`src/rtl/load_store_unit_if.sv`:
```
// Request and data-memory bus for the load/store unit.
// slave is the LSU side; master is the datapath/memory side that drives it.
interface load_store_unit_if #(
  parameter int ADDR_W = 11
) ();
  logic              req_valid;
  logic              req_ready;
  logic              req_load;
  logic              req_byte;
  logic [31:0]       req_addr;
  logic [3:0]        req_rd;
  logic [31:0]       req_str_data;
  logic              mem_valid;
  logic              mem_ready;
  logic              mem_wen;
  logic [ADDR_W-1:0] mem_addr;
  logic [31:0]       mem_wdata;
  logic [3:0]        mem_wstrb;
  logic              mem_rvalid;
  logic [31:0]       mem_rdata;

  modport slave (
    input  req_valid, req_load, req_byte, req_addr, req_rd, req_str_data,
    output req_ready,
    output mem_valid, mem_wen, mem_addr, mem_wdata, mem_wstrb,
    input  mem_ready, mem_rvalid, mem_rdata
  );

  modport master (
    output req_valid, req_load, req_byte, req_addr, req_rd, req_str_data,
    input  req_ready,
    input  mem_valid, mem_wen, mem_addr, mem_wdata, mem_wstrb,
    output mem_ready, mem_rvalid, mem_rdata
  );
endinterface

```
`src/rtl/load_store_unit.sv`:
```
// LDR/STR memory-access stage: one request at a time, data-memory handshake, regfile load writeback.
// Define LSU_BYTE_ACCESS_EN to enable LDRB/STRB byte-lane accesses; otherwise every access is a word.
module load_store_unit #(
  parameter int ADDR_W = 11,
  parameter int DATA_W = 32
) (
  input  logic              clk,
  input  logic              rst,
  load_store_unit_if.slave  bus,
  output logic [DATA_W-1:0] w_data_ldr,
  output logic [3:0]        w_addr_ldr,
  output logic              w_en_ldr,
  output logic              busy,
  output logic              done
);

  typedef enum logic [1:0] {IDLE, REQ, WAIT_R, WB} state_t;

`ifdef LSU_BYTE_ACCESS_EN
  localparam int ADDR_LO = 0;
`else
  localparam int ADDR_LO = 2;
`endif

  state_t                  state_q, state_d;
  logic                    load_q, load_d;
  logic [ADDR_W+1:ADDR_LO] addr_q, addr_d;
  logic [3:0]              rd_q, rd_d;
  logic [31:0]             sdata_q, sdata_d;
  logic [31:0]             rdata_q, rdata_d;
  logic                    store_done_q, store_done_d;

`ifdef LSU_BYTE_ACCESS_EN
  logic                    byte_q, byte_d;

  function automatic logic [3:0] fmt_wstrb(input logic byte_acc, input logic [1:0] lane);
    return byte_acc ? (4'b0001 << lane) : 4'hF;
  endfunction

  function automatic logic [31:0] fmt_wdata(input logic byte_acc, input logic [31:0] d);
    return byte_acc ? {4{d[7:0]}} : d;
  endfunction

  // Byte loads return the addressed little-endian lane, zero-extended.
  function automatic logic [31:0] fmt_rdata(input logic byte_acc, input logic [1:0] lane,
                                            input logic [31:0] d);
    return byte_acc ? {24'd0, d[{lane, 3'b000} +: 8]} : d;
  endfunction
`else
  function automatic logic [3:0] fmt_wstrb();
    return 4'hF;
  endfunction

  function automatic logic [31:0] fmt_wdata(input logic [31:0] d);
    return d;
  endfunction

  function automatic logic [31:0] fmt_rdata(input logic [31:0] d);
    return d;
  endfunction
`endif

  always_comb begin
    state_d      = state_q;
    load_d       = load_q;
    addr_d       = addr_q;
    rd_d         = rd_q;
    sdata_d      = sdata_q;
    rdata_d      = rdata_q;
    store_done_d = 1'b0;
`ifdef LSU_BYTE_ACCESS_EN
    byte_d       = byte_q;
`endif
    case (state_q)
      IDLE: begin
        if (bus.req_valid) begin
          load_d  = bus.req_load;
          addr_d  = bus.req_addr[ADDR_W+1:ADDR_LO];
          rd_d    = bus.req_rd;
          sdata_d = bus.req_str_data;
`ifdef LSU_BYTE_ACCESS_EN
          byte_d  = bus.req_byte;
`endif
          state_d = REQ;
        end
      end
      REQ: begin
        if (bus.mem_ready) begin
          if (load_q) begin
            state_d = WAIT_R;
          end else begin
            state_d      = IDLE;
            store_done_d = 1'b1;
          end
        end
      end
      WAIT_R: begin
        if (bus.mem_rvalid) begin
`ifdef LSU_BYTE_ACCESS_EN
          rdata_d = fmt_rdata(byte_q, addr_q[1:0], bus.mem_rdata);
`else
          rdata_d = fmt_rdata(bus.mem_rdata);
`endif
          state_d = WB;
        end
      end
      WB: begin
        state_d = IDLE;
      end
      default: begin
        state_d = IDLE;
      end
    endcase
  end

  // Request fields are cleared on reset as well, so a stale access never leaks out.
  always_ff @(posedge clk) begin
    if (rst) begin
      state_q      <= IDLE;
      load_q       <= 1'b0;
      addr_q       <= '0;
      rd_q         <= '0;
      sdata_q      <= '0;
      rdata_q      <= '0;
      store_done_q <= 1'b0;
`ifdef LSU_BYTE_ACCESS_EN
      byte_q       <= 1'b0;
`endif
    end else begin
      state_q      <= state_d;
      load_q       <= load_d;
      addr_q       <= addr_d;
      rd_q         <= rd_d;
      sdata_q      <= sdata_d;
      rdata_q      <= rdata_d;
      store_done_q <= store_done_d;
`ifdef LSU_BYTE_ACCESS_EN
      byte_q       <= byte_d;
`endif
    end
  end

  // Outputs are forced low while rst is high, even before the reset edge lands.
  always_comb begin
    bus.req_ready = 1'b0;
    bus.mem_valid = 1'b0;
    bus.mem_wen   = 1'b0;
    bus.mem_addr  = '0;
    bus.mem_wdata = '0;
    bus.mem_wstrb = '0;
    w_en_ldr      = 1'b0;
    w_data_ldr    = '0;
    w_addr_ldr    = '0;
    busy          = 1'b0;
    done          = 1'b0;
    if (!rst) begin
      bus.req_ready = (state_q == IDLE);
      busy          = (state_q != IDLE);
      done          = (state_q == WB) || store_done_q;
      if (state_q == REQ) begin
        bus.mem_valid = 1'b1;
        bus.mem_wen   = !load_q;
        bus.mem_addr  = addr_q[ADDR_W+1:2];
`ifdef LSU_BYTE_ACCESS_EN
        bus.mem_wdata = fmt_wdata(byte_q, sdata_q);
        bus.mem_wstrb = fmt_wstrb(byte_q, addr_q[1:0]);
`else
        bus.mem_wdata = fmt_wdata(sdata_q);
        bus.mem_wstrb = fmt_wstrb();
`endif
      end
      if (state_q == WB) begin
        w_en_ldr   = 1'b1;
        w_data_ldr = rdata_q;
        w_addr_ldr = rd_q;
      end
    end
  end

endmodule

```
`src/flat_wrapper.sv`:
```
// flat-port wrapper written by rule: the top's interface ports become plain ports
module load_store_unit_flat 
#(
  parameter int ADDR_W = 11,
  parameter int DATA_W = 32
)
  (clk, rst, w_data_ldr, w_addr_ldr, w_en_ldr, busy, done, bus_req_valid, bus_req_load, bus_req_byte, bus_req_addr, bus_req_rd, bus_req_str_data, bus_req_ready, bus_mem_valid, bus_mem_wen, bus_mem_addr, bus_mem_wdata, bus_mem_wstrb, bus_mem_ready, bus_mem_rvalid, bus_mem_rdata);
  load_store_unit_if #(.ADDR_W(ADDR_W)) bus_i ();
  input  logic clk;
  input  logic rst;
  output logic [DATA_W-1:0] w_data_ldr;
  output logic [3:0] w_addr_ldr;
  output logic w_en_ldr;
  output logic busy;
  output logic done;
  input wire logic [$bits(bus_i.req_valid)-1:0] bus_req_valid;
  input wire logic [$bits(bus_i.req_load)-1:0] bus_req_load;
  input wire logic [$bits(bus_i.req_byte)-1:0] bus_req_byte;
  input wire logic [$bits(bus_i.req_addr)-1:0] bus_req_addr;
  input wire logic [$bits(bus_i.req_rd)-1:0] bus_req_rd;
  input wire logic [$bits(bus_i.req_str_data)-1:0] bus_req_str_data;
  output wire logic [$bits(bus_i.req_ready)-1:0] bus_req_ready;
  output wire logic [$bits(bus_i.mem_valid)-1:0] bus_mem_valid;
  output wire logic [$bits(bus_i.mem_wen)-1:0] bus_mem_wen;
  output wire logic [$bits(bus_i.mem_addr)-1:0] bus_mem_addr;
  output wire logic [$bits(bus_i.mem_wdata)-1:0] bus_mem_wdata;
  output wire logic [$bits(bus_i.mem_wstrb)-1:0] bus_mem_wstrb;
  input wire logic [$bits(bus_i.mem_ready)-1:0] bus_mem_ready;
  input wire logic [$bits(bus_i.mem_rvalid)-1:0] bus_mem_rvalid;
  input wire logic [$bits(bus_i.mem_rdata)-1:0] bus_mem_rdata;
  assign bus_i.req_valid = bus_req_valid;
  assign bus_i.req_load = bus_req_load;
  assign bus_i.req_byte = bus_req_byte;
  assign bus_i.req_addr = bus_req_addr;
  assign bus_i.req_rd = bus_req_rd;
  assign bus_i.req_str_data = bus_req_str_data;
  assign bus_req_ready = bus_i.req_ready;
  assign bus_mem_valid = bus_i.mem_valid;
  assign bus_mem_wen = bus_i.mem_wen;
  assign bus_mem_addr = bus_i.mem_addr;
  assign bus_mem_wdata = bus_i.mem_wdata;
  assign bus_mem_wstrb = bus_i.mem_wstrb;
  assign bus_i.mem_ready = bus_mem_ready;
  assign bus_i.mem_rvalid = bus_mem_rvalid;
  assign bus_i.mem_rdata = bus_mem_rdata;
  load_store_unit #(.ADDR_W(ADDR_W), .DATA_W(DATA_W)) u_core (.clk(clk), .rst(rst), .bus(bus_i), .w_data_ldr(w_data_ldr), .w_addr_ldr(w_addr_ldr), .w_en_ldr(w_en_ldr), .busy(busy), .done(done));
endmodule
```
`config.mk`:
```
export PLATFORM = sky130hd
export DESIGN_NAME = load_store_unit_flat
export DESIGN_NICKNAME = d
export VERILOG_FILES = /design/src/rtl/load_store_unit_if.sv /design/src/rtl/load_store_unit.sv /design/src/flat_wrapper.sv
export SDC_FILE = /design/constraint.sdc
export NUM_CORES = 1
export LEC_CHECK = 0
export ABC_AREA = 1
export CELL_PAD_IN_SITES_DETAIL_PLACEMENT = 0
export CELL_PAD_IN_SITES_GLOBAL_PLACEMENT = 1
export CORE_MARGIN = 2
export CORE_UTILIZATION = 27
export CTS_BUF_LIST = sky130_fd_sc_hd__clkbuf_8 sky130_fd_sc_hd__clkbuf_16
export CTS_CLUSTER_DIAMETER = 100
export DETAILED_ROUTE_END_ITERATION = 16
export GPL_TIMING_DRIVEN = 0
export PLACE_DENSITY_LB_ADDON = 0.1
export SYNTH_ARGS = -nofsm -noshare
export SYNTH_HDL_FRONTEND = slang
export SYNTH_SLANG_ARGS = --single-unit
```
`constraint.sdc`:
```
create_clock -name clk -period 1.8 [get_ports clk]
set_clock_uncertainty 0.05 [all_clocks]
set_input_delay 0.27 -clock clk [delete_from_list [all_inputs] [get_ports clk]]
set_output_delay 0.27 -clock clk [all_outputs]
set_load 0.005 [all_outputs]
```
==> summary.md, run 1 <==
| Metric | Value |
|---|---|
| Status | `complete, but fails checks` |
| Failing checks | `setup timing` |
| Worst-path maximum fanout | `5` |
| Post-route setup slack | `-0.120 ns` |
| CTS tree | `yes` |
| Gp weighted congestion | `~0.76` |
| Startpoint Class | `flop` |
| Sequential share of the synthesized area | `0.398` |
| N_diodes | `0` |
| Minimum clock period | `1.92 ns` |
| Post-DP HPWL | `~9500 microns` |
| Most frequent cells in the layout | `147 x nor2_1, 129 x inv_1, 115 x nand2_1, 82 x clkdlybuf4s50_1, 81 x dfxtp_1` |
| First-pass GRT wire length | `21900 microns` |
| LEAKAGE | `approximately 3.7 nW` |
| Post-route ant nets | `0` |
| GR Overflow Total | `0` |
| Area delta synth->final | `70.8%` |
| FP Rows | `45` |
| Req. time, crit path | `approximately 1.5 ns` |
| Wire per inst | `between 10 and 15 microns` |
| CTS clk-pin slew, worst paths | `0.06 ns` |
| Share of cells above drive strength 1 | `0.262` |
| Vias post-DR | `around 4600` |
| Hold Path Class | `primary input to flop` |
| TritonCTS Buffers | `9` |
| Max-cap violations | `0` |
| Arrival @ worst endpoint | `around 1.6 ns` |
| Core area | `0.0151 sq mm` |
| Final setup vio count | `34` |
| Maximum VDD drop | `0.000508 V` |
| Latest clock arrival within the worst-skew pair | `between 0.3 and 0.4 ns` |
| Final-report hold violation count | `0` |
| Ys async rst share | `0` |
| Pwr dens | `719 mW/mm^2` |
| Post-synth cell types | `17` |
| Synth Cell Area | `about 0.0042 sq mm` |
| Commonest non-fill, non-tap cell in the layout | `nor2_1` |
| Die Wd | `roughly 130 microns` |
| Slew @ Worst Pin | `about 0.52 ns` |
| Drt first pass iters | `5` |
| GRT Util Overall | `0.168` |
| Filler instances | `between 1500 and 2000` |
| DIE AREA | `0.0165 sq mm` |
| DRC violations left | `0` |
| Nets | `1019` |
| Vias in the first global route | `4482` |
| Final cell count without fillers | `roughly 1100` |
| Syn_area_per_cell | `between 6 and 7 sq um` |
| Initial Util | `0.276` |
| RSZ-0062 raised after global routing | `yes` |
| Mapped Nets | `791` |
| CTS root buffer | `clkbuf_16` |
| H-tree levels | `3` |
| EDFF count, synth | `0` |
| Port bufs | `172` |
| Top-Level Pins | `about 200` |
| Final worst path period share | `1.07` |
| Sink Count | `between 80 and 90` |
| Dominant synthesized flop cell | `dfxtp_1` |
| Largest net degree at the start of global routing | `20` |
| Initial drt markers | `between 100 and 150` |
| Mapped Cells | `~700` |
| Die Span Y | `approximately 130 microns` |
| R2r setup slk | `approximately 0.090 ns` |
| Drt total wl | `~14000 microns` |
| WS Path Type | `flop to output pin` |
| Inst Count DP | `1044` |
| Initial antenna violation count | `0` |
| Hold_ws | `around 0.31 ns` |
| Fmax achieved | `approximately 520 MHz` |
| Vias per inst | `roughly 4.2` |
| Worst Setup End Kind | `output pin` |
| Yosys reg bits | `83` |
| Yosys warns | `0` |
| Max-slew headroom | `0.655` |
| CTS Buffer Depth | `2` |
| Final Slew Violations | `0` |
## where the power goes
part	internal, W	switching [W]
sequential	0.00195	0.0000539
clock	0.00137	0.000758
combinational	0.000514	0.000483
## final cells by class
cell class | count | area (sq um) | share of cell area
multi-input combinational | 418 | 2040 | 0.286
tap | 188 | 235 | 0.0330
clock buffer | 13 | 280 | 0.0393
sequential | 83 | 1660 | 0.233
clock inverter | 3 | 67.6 | 0.00948
timing repair buffer | 218 | 1960 | 0.274
buffer | 48 | 368 | 0.0516
inverter | 134 | 520 | 0.0730
## final timing paths
path,from,to,cells past startpoint
setup reg to reg,flop,u_core.sdata_q[29]$_SDFFE_PP0P_,9
hold / removal,rst,flop,2
hold reg to reg,u_core.sdata_q[10]$_SDFFE_PP0P_,u_core.sdata_q[10]$_SDFFE_PP0P_,2
setup / recovery,u_core.state_q[0]$_SDFFE_PP0P_,bus_mem_wdata[10],8
## logic make-up after synthesis
group	Yosys count	share of synthesized area
simple gates	367	0.356
buf+inv	184	0.186
flops	83	0.398
compound gates	50	0.0599
## flip-flops by register name, indices dropped and copies added, names as in the netlist, named ones only
signal and cells:
u_core.rd_q 4, u_core.load_q 1, u_core.rdata_q 32, u_core.state_q 1
u_core.addr_q 11, u_core.sdata_q 32, u_core.store_done_q 1
## routing by layer
| layer | track usage | up-vias | share of wire |
|---|---|---|---|
| met5 | 0 | - | 0 |
| met4 | 0.0562 | 0 | 0.015 |
| met3 | 0.0549 | 15 | 0.079 |
| met2 | 0.290 | 125 | 0.49 |
| met1 | 0.197 | 2043 | 0.42 |
| li1 | - | 2451 | - |
## worst max-delay path, stage by stage, from the launching register on
cell and delay [ns]:
dfxtp_2 0.32, buf_6 0.11, buf_6 0.10, nand3_4 0.12
buf_12 0.17, buf_8 0.12, buf_6 0.12, nor2_4 0.09
buf_2 0.11
## per-stage QoR
step,worst slack (ns),power [W],utilization,cell area [sq um],TNS (ns)
floorplan,0.371,0.00247,-,4180,0
global placement,-0.688,0.00284,0.405,6130,-46.93
detailed placement,-0.732,0.00285,0.405,6130,-48.14
CTS,-0.218,0.00517,0.462,7000,-5.63
global route,-0.208,0.00539,0.471,7130,-5.95
finish,-0.120,0.00513,0.471,7130,-2.10
## synthesized netlist by cell type (2+ instances only)
master	count	area [sq um]
buf_6	3	33.8
nor3_1	2	10.0
dfxtp_1	83	1660
nor2_1	194	728
nand2_1	116	435
clkbuf_1	7	26.3
nand3_1	50	250
buf_2	34	170
a21oi_1	50	250
inv_1	133	499
buf_4	6	45.0
## what timing repair did
item,in CTS,in global routing
pin swaps,10,5
setup buffers,34,6
cloned,7,0
resized for setup,386,80
hold buffers,0,0
setup endpoints to repair,89,76
No activity file was read; power rests on OpenSTA's default activity.
==> inputs of run 2 (changes only) <==
--- a/config.mk
+++ b/config.mk
@@ -15,6 +15,7 @@
 export DETAILED_ROUTE_END_ITERATION = 16
 export GPL_TIMING_DRIVEN = 0
 export PLACE_DENSITY_LB_ADDON = 0.1
+export REMOVE_ABC_BUFFERS = 1
 export SYNTH_ARGS = -nofsm -noshare
 export SYNTH_HDL_FRONTEND = slang
 export SYNTH_SLANG_ARGS = --single-unit
==> constraint.sdc (replaced) <==
create_clock -name clk -period 2.2 [get_ports clk]
set_clock_uncertainty 0.05 [all_clocks]
set_input_delay 0.33 -clock clk [delete_from_list [all_inputs] [get_ports clk]]
set_output_delay 0.33 -clock clk [all_outputs]
set_load 0.005 [all_outputs]
==> run 2 against run 1 <==
Net effect: the run still ends with setup timing left; register-to-register slack better by 0.11 ns; hold slack better by 0.059 ns; via count is 0.26% higher; first-iteration DRC count is 86% higher; die area stayed put; wire length is 11% higher; clock power is 24% lower; flip-flop and latch count stayed put; clock-buffer cell count is 4 lower; highest routed layer unchanged.
==> summary.md, run 2 (synthesis results as in run 1) <==
| Metric | Value |
|---|---|
| Status | `complete, but fails checks` |
| Failing checks | `setup timing` |
| Latest clock arrival within the worst-skew pair | `around 0.34 ns` |
| Non-Filler Cell Area, Final | `~0.007 sq mm` |
| Commonest non-fill, non-tap cell in the layout | `nor2_1` |
| Most frequent cells in the layout | `163 x nor2_1, 143 x clkdlybuf4s50_1, 131 x inv_1, 116 x nand2_1, 81 x dfxtp_1` |
| Sink Count | `83` |
| Reg2reg start | `u_core.state_q[0]$_SDFFE_PP0P_` |
| Share of cells above drive strength 1 | `0.125` |
| CTS root buffer | `clkbuf_16` |
| Vias post-DR | `approximately 4600` |
| WS Path Type | `flop to output pin` |
| Hold Path Class | `primary input to flop` |
| Hold Crit Start | `rst` |
| Initial Util | `0.276` |
| RSZ-0062 raised after global routing | `yes` |
| Met3 Use GR | `0.0553` |
| Area of the multi-input gates | `~0.0021 sq mm` |
| Drt first pass iters | `4` |
| Fmax achieved | `between 400 and 500 MHz` |
| Top-Level Pins | `a little under 200` |
| Final worst path period share | `1.01` |
| Maximum VDD drop | `between 0.0003 and 0.0004 V` |
| Met1 Usage GRT | `0.221` |
| Initial drt markers | `between 200 and 250` |
| Pwr dens | `579 mW/mm^2` |
| Req. time, crit path | `1.82 ns` |
| FP Rows | `45` |
| Filler instances | `~1600` |
| Hold_ws | `~0.37 ns` |
| Die Wd | `~130 microns` |
| LEAKAGE | `between 3 and 4 nW` |
| Post-route setup slack | `-0.0286 ns` |
| Final-report hold violation count | `0` |
| Minimum clock period | `2.23 ns` |
| CTS clk-pin slew, worst paths | `0.06 ns` |
| Largest net degree at the start of global routing | `between 70 and 80` |
| Nets | `slightly below 1000` |
| Drt total wl | `15300 microns` |
| Worst-path maximum fanout | `6` |
| Final Slew Violations | `0` |
| Post-route ant nets | `0` |
| GR Overflow Total | `0` |
| Biggest regs | `u_core.rdata_q x32, u_core.sdata_q x32, u_core.addr_q x11` |
| Arrival @ worst endpoint | `~1.9 ns` |
| CTS Buffer Depth | `2` |
| Die Span Y | `about 130 microns` |
| Reg area | `~0.0017 sq mm` |
| Vias per inst | `4.37` |
| Vias in the first global route | `between 4000 and 5000` |
| Core area | `between 0.015 and 0.02 sq mm` |
| Area delta synth->final | `67.4%` |
| Post-DP HPWL | `approximately 7300 microns` |
| Slew @ Worst Pin | `1.32 ns` |
| Final setup vio count | `2` |
| H-tree levels | `3` |
| Wire per inst | `approximately 14 microns` |
| Hold buffer count at CTS | `0` |
| Port bufs | `173` |
| DRC violations left | `0` |
| CTS tree | `yes` |
| Gp weighted congestion | `roughly 0.7` |
| TritonCTS Buffers | `9` |
| Met2 Use GR | `0.308` |
| Max-cap violations | `0` |
| First-pass GRT wire length | `around 23000 microns` |
| DIE AREA | `0.0165 sq mm` |
| Initial antenna violation count | `0` |
| N_diodes | `0` |
| Top Usage Layer GRT | `met2` |
| Placed cell areas | `approximately 0.006 sq mm` |
| Worst Setup End Kind | `output pin` |
| Startpoint Class | `flop` |
| Max-slew headroom | `0.120` |
| GRT Util Overall | `0.178` |
run 2: cell types whose count changed in the layout (fill, tap and decap cells not counted), moves of 9 or more:
| cell | before | now |
|---|---|---|
| buf_6 | 49 | 2 |
| nand3_4 | 4 | 14 |
| clkdlybuf4s50_1 | 82 | 143 |
| dlygate4sd2_1 | 4 | 13 |
| clkbuf_2 | 13 | 0 |
| buf_4 | 14 | 26 |
| buf_2 | 74 | 1 |
| nor2_4 | 26 | 9 |
| nor2_1 | 147 | 163 |
run 2: final cells by class:
| class | instances | share of cell area |
|---|---|---|
| sequential | 83 | 0.239 |
| timing repair inverter | 3 | 0.00376 |
| inverter | 134 | 0.0766 |
| timing repair buffer | 208 | 0.305 |
| clock inverter | 7 | 0.0120 |
| clock buffer | 9 | 0.0322 |
| multi-input combinational | 430 | 0.298 |
| tap | 188 | 0.0337 |
run 2: path summary, 6_finish.rpt:
path                                     endpoint  slack, ns  cells after the start
setup / recovery                bus_mem_wdata[14]      -0.03                      5
setup reg to reg   u_core.state_q[0]$_SDFFE_PP0P_       0.20                      5
hold / removal                               flop       0.37                      2
hold reg to reg   u_core.sdata_q[11]$_SDFFE_PP0P_       0.43                      2
run 2: routing by layer:
layer / vias to the layer above / wire [microns] / part of all wire
li1: 2397 / - / -
met1: 2110 / 6860 / 0.45
met2: 133 / 7310 / 0.48
met3: 6 / 992 / 0.065
met4: 0 / 91 / 0.0060
met5: - / 0 / 0
run 2: power breakdown:
part | internal, W | leakage (nW) | total, W | switching [W]
combinational | 0.000384 | 2.60 | 0.000790 | 0.000406
sequential | 0.00159 | 0.682 | 0.00164 | 0.0000488
clock | 0.000983 | 0.160 | 0.00161 | 0.000630
run 2: timing repair:
| action | 4_1_cts | 5_1_grt |
|---|---|---|
| cloned | 14 | 3 |
| pin swaps | 12 | 7 |
| endpoints found under the setup margin | 89 | 63 |
| resized for setup | 53 | 50 |
| buffers inserted | 21 | 11 |
| hold endpoints to repair | 0 | 0 |
run 2: through the flow:
step                      cells  setup WS (ns)  setup TNS (ns)  total power (W)   util
after floorplan             634          -1.18          -90.78          0.00195      -
after global placement      995          -4.37         -470.36          0.00227  0.387
after detailed placement    997          -1.43         -106.33          0.00228  0.391
after CTS                  1048        -0.0984           -1.91          0.00406  0.443
after global routing       1062        -0.0971          -0.375          0.00426  0.461
final                      1062        -0.0286         -0.0530          0.00405  0.461
run 2: critical path: stages (launching register included):
cell             delay (ns)
dfxtp_4                0.37
clkinvlp_4             0.12
buf_6                  0.13
nand3_4                0.19
nor2_2                 0.17
clkdlybuf4s50_1        0.53
